===== src/rtl/ql_bl_wl_config_loader.sv =====
// Configuration-memory loader for the fabric's BL/WL array.
// Streams DIN_W-bit words into a BL_W-bit bit-line frame, then strobes one
// word-line row to write it, walking rows 0..WL_W-1 once per load.
//
// state   | meaning
// --------+-----------------------------------------------------------
// IDLE    | waiting for start; all outputs low
// LOAD    | accepting stream words into bl, one chunk per handshake
// SETTLE  | one cycle of bl setup before the word-line rises
// PULSE   | wl[row] held high for WL_PULSE cycles; bl frozen
// HOLD    | one cycle of bl hold after the word-line falls
// DONE    | every row written; done high until the next start/abort
module ql_bl_wl_config_loader #(
    parameter int BL_W     = 514,
    parameter int WL_W     = 407,
    parameter int DIN_W    = 32,
    parameter int WL_PULSE = 2
) (
    input  logic             clk,
    input  logic             global_resetn,
    input  logic             start,
    input  logic             abort,
    input  logic [DIN_W-1:0] s_data,
    input  logic             s_valid,
    output logic             s_ready,
    output logic [0:BL_W-1]  bl,
    output logic [0:WL_W-1]  wl,
    output logic             busy,
    output logic             done
);

    localparam int CHUNKS  = (BL_W + DIN_W - 1) / DIN_W;
    localparam int CHUNK_W = (CHUNKS > 1) ? $clog2(CHUNKS) : 1;
    localparam int ROW_W   = (WL_W > 1) ? $clog2(WL_W) : 1;
    localparam int PULSE_W = (WL_PULSE > 1) ? $clog2(WL_PULSE) : 1;

    typedef enum logic [2:0] {
        ST_IDLE   = 3'd0,
        ST_LOAD   = 3'd1,
        ST_SETTLE = 3'd2,
        ST_PULSE  = 3'd3,
        ST_HOLD   = 3'd4,
        ST_DONE   = 3'd5
    } state_t;

    state_t             state, state_next;
    logic [ROW_W-1:0]   row, row_next;
    logic [CHUNK_W-1:0] chunk, chunk_next;
    logic [PULSE_W-1:0] pulse_cnt, pulse_next;
    logic [0:BL_W-1]    bl_next;
    logic [0:WL_W-1]    wl_next;
    logic               s_ready_next;
    logic               busy_next;
    logic               done_next;
    logic               handshake;

    // s_ready is a registered copy of (state == LOAD), so it qualifies the
    // handshake without creating a path from s_valid to s_ready.
    assign handshake = s_valid && s_ready;

    // State, counters and every output are registered together so that all
    // outputs come straight from flops.
    always_ff @(posedge clk or negedge global_resetn) begin
        if (!global_resetn) begin
            state     <= ST_IDLE;
            row       <= '0;
            chunk     <= '0;
            pulse_cnt <= '0;
            bl        <= '0;
            wl        <= '0;
            s_ready   <= 1'b0;
            busy      <= 1'b0;
            done      <= 1'b0;
        end else begin
            state     <= state_next;
            row       <= row_next;
            chunk     <= chunk_next;
            pulse_cnt <= pulse_next;
            bl        <= bl_next;
            wl        <= wl_next;
            s_ready   <= s_ready_next;
            busy      <= busy_next;
            done      <= done_next;
        end
    end

    // Next-state, counter and next-output decode.
    always_comb begin
        state_next = state;
        row_next   = row;
        chunk_next = chunk;
        pulse_next = pulse_cnt;
        bl_next    = bl;

        unique case (state)
            ST_IDLE, ST_DONE: begin
                if (start) begin
                    state_next = ST_LOAD;
                    row_next   = '0;
                    chunk_next = '0;
                end
            end
            ST_LOAD: begin
                if (handshake) begin
                    // Bits past BL_W-1 in the last chunk have no home and are dropped.
                    for (int b = 0; b < BL_W; b++) begin
                        if (chunk == CHUNK_W'(b / DIN_W)) begin
                            bl_next[b] = s_data[b % DIN_W];
                        end
                    end
                    // The chunk counter parks on the last chunk rather than
                    // wrapping; HOLD clears it for the next row.
                    if (chunk == CHUNK_W'(CHUNKS - 1)) begin
                        state_next = ST_SETTLE;
                    end else begin
                        chunk_next = chunk + 1'b1;
                    end
                end
            end
            ST_SETTLE: begin
                state_next = ST_PULSE;
                pulse_next = PULSE_W'(WL_PULSE - 1);
            end
            ST_PULSE: begin
                if (pulse_cnt == '0) begin
                    state_next = ST_HOLD;
                end else begin
                    pulse_next = pulse_cnt - 1'b1;
                end
            end
            ST_HOLD: begin
                chunk_next = '0;
                if (row < ROW_W'(WL_W - 1)) begin
                    row_next   = row + 1'b1;
                    state_next = ST_LOAD;
                end else begin
                    state_next = ST_DONE;
                end
            end
            default: begin
                state_next = ST_IDLE;
            end
        endcase

        if (state_next == ST_DONE) begin
            bl_next = '0;
        end

        // Abort overrides everything, including a same-cycle start.
        if (abort) begin
            state_next = ST_IDLE;
            row_next   = '0;
            chunk_next = '0;
            pulse_next = '0;
            bl_next    = '0;
        end

        s_ready_next = (state_next == ST_LOAD);
        busy_next    = (state_next == ST_LOAD) || (state_next == ST_SETTLE) ||
                       (state_next == ST_PULSE) || (state_next == ST_HOLD);
        done_next    = (state_next == ST_DONE);

        // Word-line decode; only reachable value is one-hot or all-zero.
        for (int i = 0; i < WL_W; i++) begin
            wl_next[i] = (state_next == ST_PULSE) && (row_next == ROW_W'(i));
        end
    end

endmodule


===== config.mk =====
export PLATFORM = sky130hd
export DESIGN_NAME = ql_bl_wl_config_loader
export DESIGN_NICKNAME = d
export VERILOG_FILES = /design/src/rtl/ql_bl_wl_config_loader.sv
export SDC_FILE = /design/constraint.sdc
export NUM_CORES = 1
export LEC_CHECK = 0
export ABC_AREA = 1
export CORE_AREA = 10 10 368 370
export DETAILED_ROUTE_END_ITERATION = 7
export DIE_AREA = 0 0 378 380
export GPL_TIMING_DRIVEN = 0
export PLACE_DENSITY = 0.47
export SLEW_MARGIN = 20
export SYNTH_ARGS = -nofsm -noshare
export SYNTH_HDL_FRONTEND = slang
export SYNTH_SLANG_ARGS = --single-unit
export TNS_END_PERCENT = 5

===== constraint.sdc =====
create_clock -name clk -period 6 [get_ports clk]
set_input_delay 1.2 -clock clk [delete_from_list [all_inputs] [get_ports clk]]
set_output_delay 1.2 -clock clk [all_outputs]
set_load 0.01 [all_outputs]

==> flow_summary_export.csv, run 1 <==
group,metric,value,unit
global_routing,grt_overflow,0,
synthesis,yosysSeqAreaShare,69.8,%
timing,finalCritPeriodShare,74.7,%
synthesis,yosys_most_used_dff,"dfrtp_1",
setup_path,worstPathMaxFanout,10,
clock_network,clockBufferDepth,3,
route,via_per_inst,5.00,
power_and_ir_drop,p_sw_share,24.0,%
timing,rsz0062_at_grt,"no",
clock_network,htree_levels,3,
clock_network,clkSinkCount,942,
synthesis,yosysTopAreaCell,"dfrtp_1",
timing,fmax,0.223,GHz
setup_path,critPathCaptureType,"register",
global_routing,grt_pass1_wl,243000,um
synthesis,synth_top_area_share,69.8,%
route,final_antenna_net_count,0,
global_routing,grt_usage,23.6,%
outcome,outcome,"finished, final reports clean",
synthesis,synth.most_common_cell,"dfrtp_1",
clock_network,holdBufCountCts,0,
setup_path,r2r_cells,12,
clock_network,clkLatencyLatePin,0.73,ns
timing,period_needed,4.48,ns
clock_network,post_cts_buffers,0,
clock_network,cts_tree,"done",
setup_path,reg2reg_from,"chunk[0]",
place,dp_slack,0.729,ns
die,ios,961,
power_and_ir_drop,power.switching,3.25,mW
cells_and_area,layout.nets,4159,
setup_path,cp_data_required_time,6.53,ns
setup_path,r2r_end,"bl[132]",
worst_hold_path,hold_class,"in2async",
power_and_ir_drop,p_leak,20.8,nW
power_and_ir_drop,power_density,275,mW/mm2
cells_and_area,multi_input_area,0.00869,mm2
clock_network,path_clk_slew,0.06,ns
route,dr.pass1.iters,5,
power_and_ir_drop,clock_power_share,49.3,%
power_and_ir_drop,cell_internal_pwr,10.3,mW
die,die_w,378,um
timing,worst_pin_slew,1.19,ns
clock_network,ctsResizeCount,0,
timing,slew_headroom,20.5,%
cells_and_area,seq_area,0.0236,mm2
cells_and_area,drive_gt1_share,7.34,%
job,cap_violations,0,
die,start_util,26.3,%
global_routing,grt_start_max_net_pins,134,
route,wire_per_inst,30.0,um
synthesis,syn_area_per_cell,11.1,um2
synthesis,synth_common_cells,"942 x dfrtp_1, 521 x nand4_1, 519 x o21ai_0",
setup_path,path_class,"in2reg",
power_and_ir_drop,power,13.6,mW
cells_and_area,nFillCells,12800,
synthesis,syn-cell-area,0.0338,mm2
synthesis,synthCells,3036,
place,dp_hpwl,130000,um
synthesis,ys_top_cells_by_area,"dfrtp_1 70%, nand4_1 9.6%, o21ai_0 7.7%",
route,route.detailed.drc,0,
synthesis,yosysWarnings,0,
die,core-area,0.128,mm2
clock_network,numCtsBuffers,106,
setup_path,reg2reg_slack,1.86,ns
timing,setup_ws,1.52,ns
clock_network,cts_root_buf,"clkbuf_16",
synthesis,ys_async_sr_fraction,100,%
route,drtIter0Drc,2417,
timing,final_max_slew_viol_count,0,
timing,finalHoldViolCount,0,
power_and_ir_drop,seq_power_share,47.0,%
setup_path,crit_arrival,5.01,ns
die,rows,132,
synthesis,ys_seq_elements,942,
global_routing,grt_pass1_vias,29500,
power_and_ir_drop,peakVddDrop,297,uV
route,via_count,29400,
die,dieHeight,380,um
die,dieArea,0.144,mm2
setup_path,critPathLaunchType,"input port",
synthesis,syn-num-nets,3079,
cells_and_area,area_growth,46.1,%
timing,clock_skew,0.0416,ns
timing,setup_viol,0,
route,drt-total-wl,176000,um
timing,final.setup.tns,0,ns
power_and_ir_drop,combPwrFrac,3.7,%
synthesis,synth_edf_count,0,
synthesis,synth.distinct_cells,29,
place,place.gp.congestion,0.859,
global_routing,antenna_found_initial,13,
place,portBuffers,960,
kinds of logic after synthesis:
family,count (synthesis),share of synthesized area [%]
adders and majority gates,6,0.222
and+or+nand+nor,1176,17.5
DFF,942,69.8
buffers and inverters,378,4.50
AOI/OAI and AO/OA,533,7.95
xor gates and xnor gates,1,0.0259
area by class of cell:
class                   count  share of cell area (%)
multi-input cells        1716                    17.6
clock inverters            32                   0.829
clock buffers             158                    6.32
flip-flops and latches    942                    47.8
inverters                  69                   0.525
repair buffers            972                    20.1
well taps                1675                    4.25
plain buffers             309                    2.61
diodes                      4                  0.0203
routing by layer:
| layer | vias to the layer above | routed length (um) | part of all wire (%) | GRT usage (%) |
|---|---|---|---|---|
| met2 | 1224 | 83900 | 48 | 38.8 |
| met1 | 15100 | 68000 | 39 | 27.9 |
| met3 | 228 | 18100 | 10 | 9.26 |
| met4 | 8 | 6220 | 3.5 | 8.18 |
| li1 | 12800 | - | - | - |
| met5 | - | 55 | 0.031 | 0 |
placed cells by master, fill, tap and decap left out, drive strengths merged:
cell	n
o21ai	522
nand4	522
dfrtp	942
nand2	98
diode	4
a21oi	6
nor3	3
nand3	92
nor2	461
buf	137
clkinvlp	4
clkinv	20
xor2	1
ha	6
a22oi	1
inv	71
clkdlybuf4s50	959
clkbuf	343
o22ai	3
bufinv	6
o211ai	1
critical path, cell delays in order:
cell             delay [ns]
clkdlybuf4s50_1        0.40
nand2_1                0.29
inv_1                  0.08
nand2_1                0.16
nand2_1                0.11
nand4_1                0.18
nand4_1                0.63
buf_2                  0.44
nand3_1                0.38
clkbuf_1               0.85
o21ai_0                0.24
power by group through the flow:
stage                     Combinational [mW]  Sequential [mW]  Clock (mW)
after detailed placement               0.514             6.48           0
final                                  0.506             6.37        6.68
after CTS                              0.515             6.37        6.78
after floorplan                        0.127             6.49           0
after global routing                   0.545             6.37        7.06
after global placement                 0.490             6.52           0
sequential cells by signal (all words and copies together), names as in the netlist:
name       flops
bl           514
done           1
busy           1
s_ready        1
row            9
wl           407
state          3
pulse_cnt      1
chunk          5
metrics by stage:
stage	utilization (%)	hold WS, ns	cell area, um2	std cells
2_1_floorplan	-	0.507	33800	3036
3_3_place_gp	35.4	0.511	45500	5671
3_5_place_dp	35.7	0.518	45800	5683
4_1_cts	38.4	0.430	49400	5873
5_1_grt	38.4	0.443	49400	5873
6_report	38.4	0.417	49400	5877
worst max path at each step:
stage,startpoint,endpoint,slack [ns],cells past startpoint
after global routing,s_valid,bl[275],1.32,11
final,s_valid,bl[132],1.52,11
after detailed placement,s_valid,bl[179],0.73,11
after global placement,global_resetn,wl[0],-41.62,1
after floorplan,abort,pulse_cnt,3.24,7
after CTS,s_valid,bl[307],1.50,11
No activity file was read; power rests on OpenSTA's default activity.
==> run 2: changes to the inputs <==
--- a/config.mk
+++ b/config.mk
@@ -6,11 +6,11 @@
 export NUM_CORES = 1
 export LEC_CHECK = 0
 export ABC_AREA = 1
-export CORE_AREA = 10 10 368 370
+export CORE_AREA = 10 10 367 369
 export DETAILED_ROUTE_END_ITERATION = 7
-export DIE_AREA = 0 0 378 380
+export DIE_AREA = 0 0 377 379
 export GPL_TIMING_DRIVEN = 0
-export PLACE_DENSITY = 0.47
+export PLACE_DENSITY = 0.49
 export SLEW_MARGIN = 20
 export SYNTH_ARGS = -nofsm -noshare
 export SYNTH_HDL_FRONTEND = slang
==> constraint.sdc (replaced) <==
create_clock -name clk -period 3.6 [get_ports clk]
set_input_delay 0.72 -clock clk [delete_from_list [all_inputs] [get_ports clk]]
set_output_delay 0.72 -clock clk [all_outputs]
set_load 0.01 [all_outputs]
==> run 2 against run 1 <==
  * Total power is 69% higher
  * Setup slack got worse by 1.5 ns
  * Largest power group unchanged
  * Global-route usage decreased by 0.095 points
  * Non-clock buffer count decreased by 2
  * Highest routed layer unchanged
  * Combinational power is 65% higher
==> flow_summary_export.csv, run 2 (synthesized netlist as in run 1, its figures left out) <==
group,metric,value,unit
outcome,outcome,"finished, final reports clean",
die,dieArea,0.143,mm2
place,dp_slack,-1.50,ns
die,rows,131,
cells_and_area,reg_top3,"bl x514, wl x407, row x9",
timing,setup_viol,0,
cells_and_area,regMostFlops,"bl",
clock_network,clkSinkCount,942,
route,final_antenna_net_count,0,
cells_and_area,fin_area,0.0496,mm2
die,core-area,0.127,mm2
power_and_ir_drop,power,22.9,mW
setup_path,critPathCaptureType,"register",
cells_and_area,nFillCells,12500,
global_routing,grt_usage,23.5,%
cells_and_area,final_cell_mix,"959 x clkdlybuf4s50_1, 942 x dfrtp_1, 521 x nand4_1",
clock_network,cts_root_buf,"clkbuf_16",
clock_network,clockBufferDepth,3,
cells_and_area,final_cells,5865,
setup_path,critPathLaunchType,"input port",
place,placed_cell_area,0.0457,mm2
route,drtIter0Drc,2398,
timing,setup_ws,0.00845,ns
worst_hold_path,hold_class,"in2async",
setup_path,worstPathMaxFanout,10,
power_and_ir_drop,p_leak,21.0,nW
global_routing,grt_overflow,0,
timing,clock_skew,0.0497,ns
global_routing,grt_pass1_vias,29700,
power_and_ir_drop,power_density,462,mW/mm2
job,cap_violations,0,
global_routing,grt_pass1_wl,241000,um
timing,period_needed,3.59,ns
clock_network,htree_levels,3,
timing,final_max_slew_viol_count,0,
cells_and_area,layout.nets,4157,
cells_and_area,area_growth,46.7,%
route,route.detailed.drc,0,
clock_network,numCtsBuffers,106,
route,via_count,29600,
cells_and_area,utilization,39.0,%
die,ios,961,
global_routing,grt_start_max_net_pins,149,
setup_path,startpoint,"abort",
setup_path,path_class,"in2reg",
place,portBuffers,960,
place,dp_hpwl,129000,um
timing,finalHoldViolCount,0,
power_and_ir_drop,peakVddDrop,345,uV
clock_network,cts_tree,"done",
timing,fmax,0.278,GHz
die,die_w,377,um
route,drt-total-wl,174000,um
timing,worst_pin_slew,1.11,ns
cells_and_area,final_common_cell,"clkdlybuf4s50_1",
die,dieHeight,379,um
route,wire_per_inst,29.7,um
clock_network,clkLatencyLatePin,0.74,ns
route,dr.pass1.iters,6,
timing,finalCritPeriodShare,99.8,%
cells_and_area,largest_register_ffs,514,
place,place.gp.congestion,0.868,
setup_path,cp_data_required_time,4.23,ns
die,start_util,26.6,%
timing,slew_headroom,26.0,%
route,via_per_inst,5.05,
cells_and_area,drive_gt1_share,8.28,%
setup_path,crit_arrival,4.22,ns
clock_network,path_clk_slew,0.06,ns
timing,rsz0062_at_grt,"yes",
place,post-place-cells,5666,
global_routing,antenna_found_initial,12,
setup_path,reg2reg_from,"s_ready",
==> run 2: cell types whose count changed in the layout (fill, tap and decap cells not counted), sizes merged <==
cell and delta:
clkdlybuf4s15 +2, buf +6, inv +4, clkbuf -18
dlygate4sd3 +1, clkinvlp -1, clkinv +6, bufinv +3
diode -2
==> run 2: area by class of cell <==
class | instances | area (um2) | share of cell area (%)
inverter | 69 | 259 | 0.523
tap | 1662 | 2080 | 4.20
clock inverter | 44 | 561 | 1.13
clock buffer | 151 | 3100 | 6.26
buffer | 309 | 1360 | 2.74
antenna | 2 | 5.00 | 0.0101
sequential | 942 | 23600 | 47.6
timing repair buffer | 970 | 9880 | 19.9
multi-input combinational | 1716 | 8750 | 17.7
==> run 2: through the flow <==
| stage | hold WS, ns | setup TNS (ns) |
|---|---|---|
| after floorplan | 0.424 | 0 |
| after global placement | 0.510 | - |
| after detailed placement | 0.518 | -556.40 |
| after CTS | 0.511 | -0.00819 |
| after global routing | 0.552 | -1.49 |
| final | 0.527 | 0 |
==> run 2: what timing repair did <==
action | 4_1_cts | 5_1_grt
buffers inserted | 1 | 0
pin swaps | 1 | 0
setup endpoints to repair | 362 | 304
hold endpoints to repair | 83 | 0
hold buffers | 1 | 0
gates resized for setup | 18 | 53
==> run 2: worst paths after layout <==
check	endpoint	slack (ns)	cells past startpoint
max in group asynchronous	wl[98]	0.65	5
worst max register to register	bl[166]	0.11	11
worst min-delay path	bl[2]	0.53	2
worst max-delay path	bl[192]	0.008	7
worst min register to register	bl[138]	0.53	2
min in group clk	bl[138]	0.53	2
==> run 2: critical path: stages <==
cell and delay [ns]:
clkdlybuf4s50_1 0.43, clkinv_1 0.19, clkbuf_2 0.49, buf_1 0.80, nand3_1 0.67, clkbuf_1 0.55
o21ai_0 0.31
==> run 2: where the power goes <==
| part | switching (mW) | leakage [nW] | total (mW) | internal, mW |
|---|---|---|---|---|
| Combinational | 0.692 | 6.00 | 0.835 | 0.143 |
| Clock | 4.77 | 1.81 | 11.4 | 6.67 |
| Sequential | 0.0131 | 13.2 | 10.6 | 10.6 |
| Total | 5.47 | 21.0 | 22.9 | 17.4 |
==> run 2: layer usage <==
metal / vias to the layer above / part of all wire, % / wire, um / GRT usage (%)
met5: - / 0.032 / 55 / 0
met4: 8 / 3.3 / 5780 / 7.79
met3: 235 / 11 / 18500 / 9.48
met2: 1329 / 48 / 84200 / 39.2
met1: 15200 / 38 / 65900 / 27.3
li1: 12800 / - / - / -
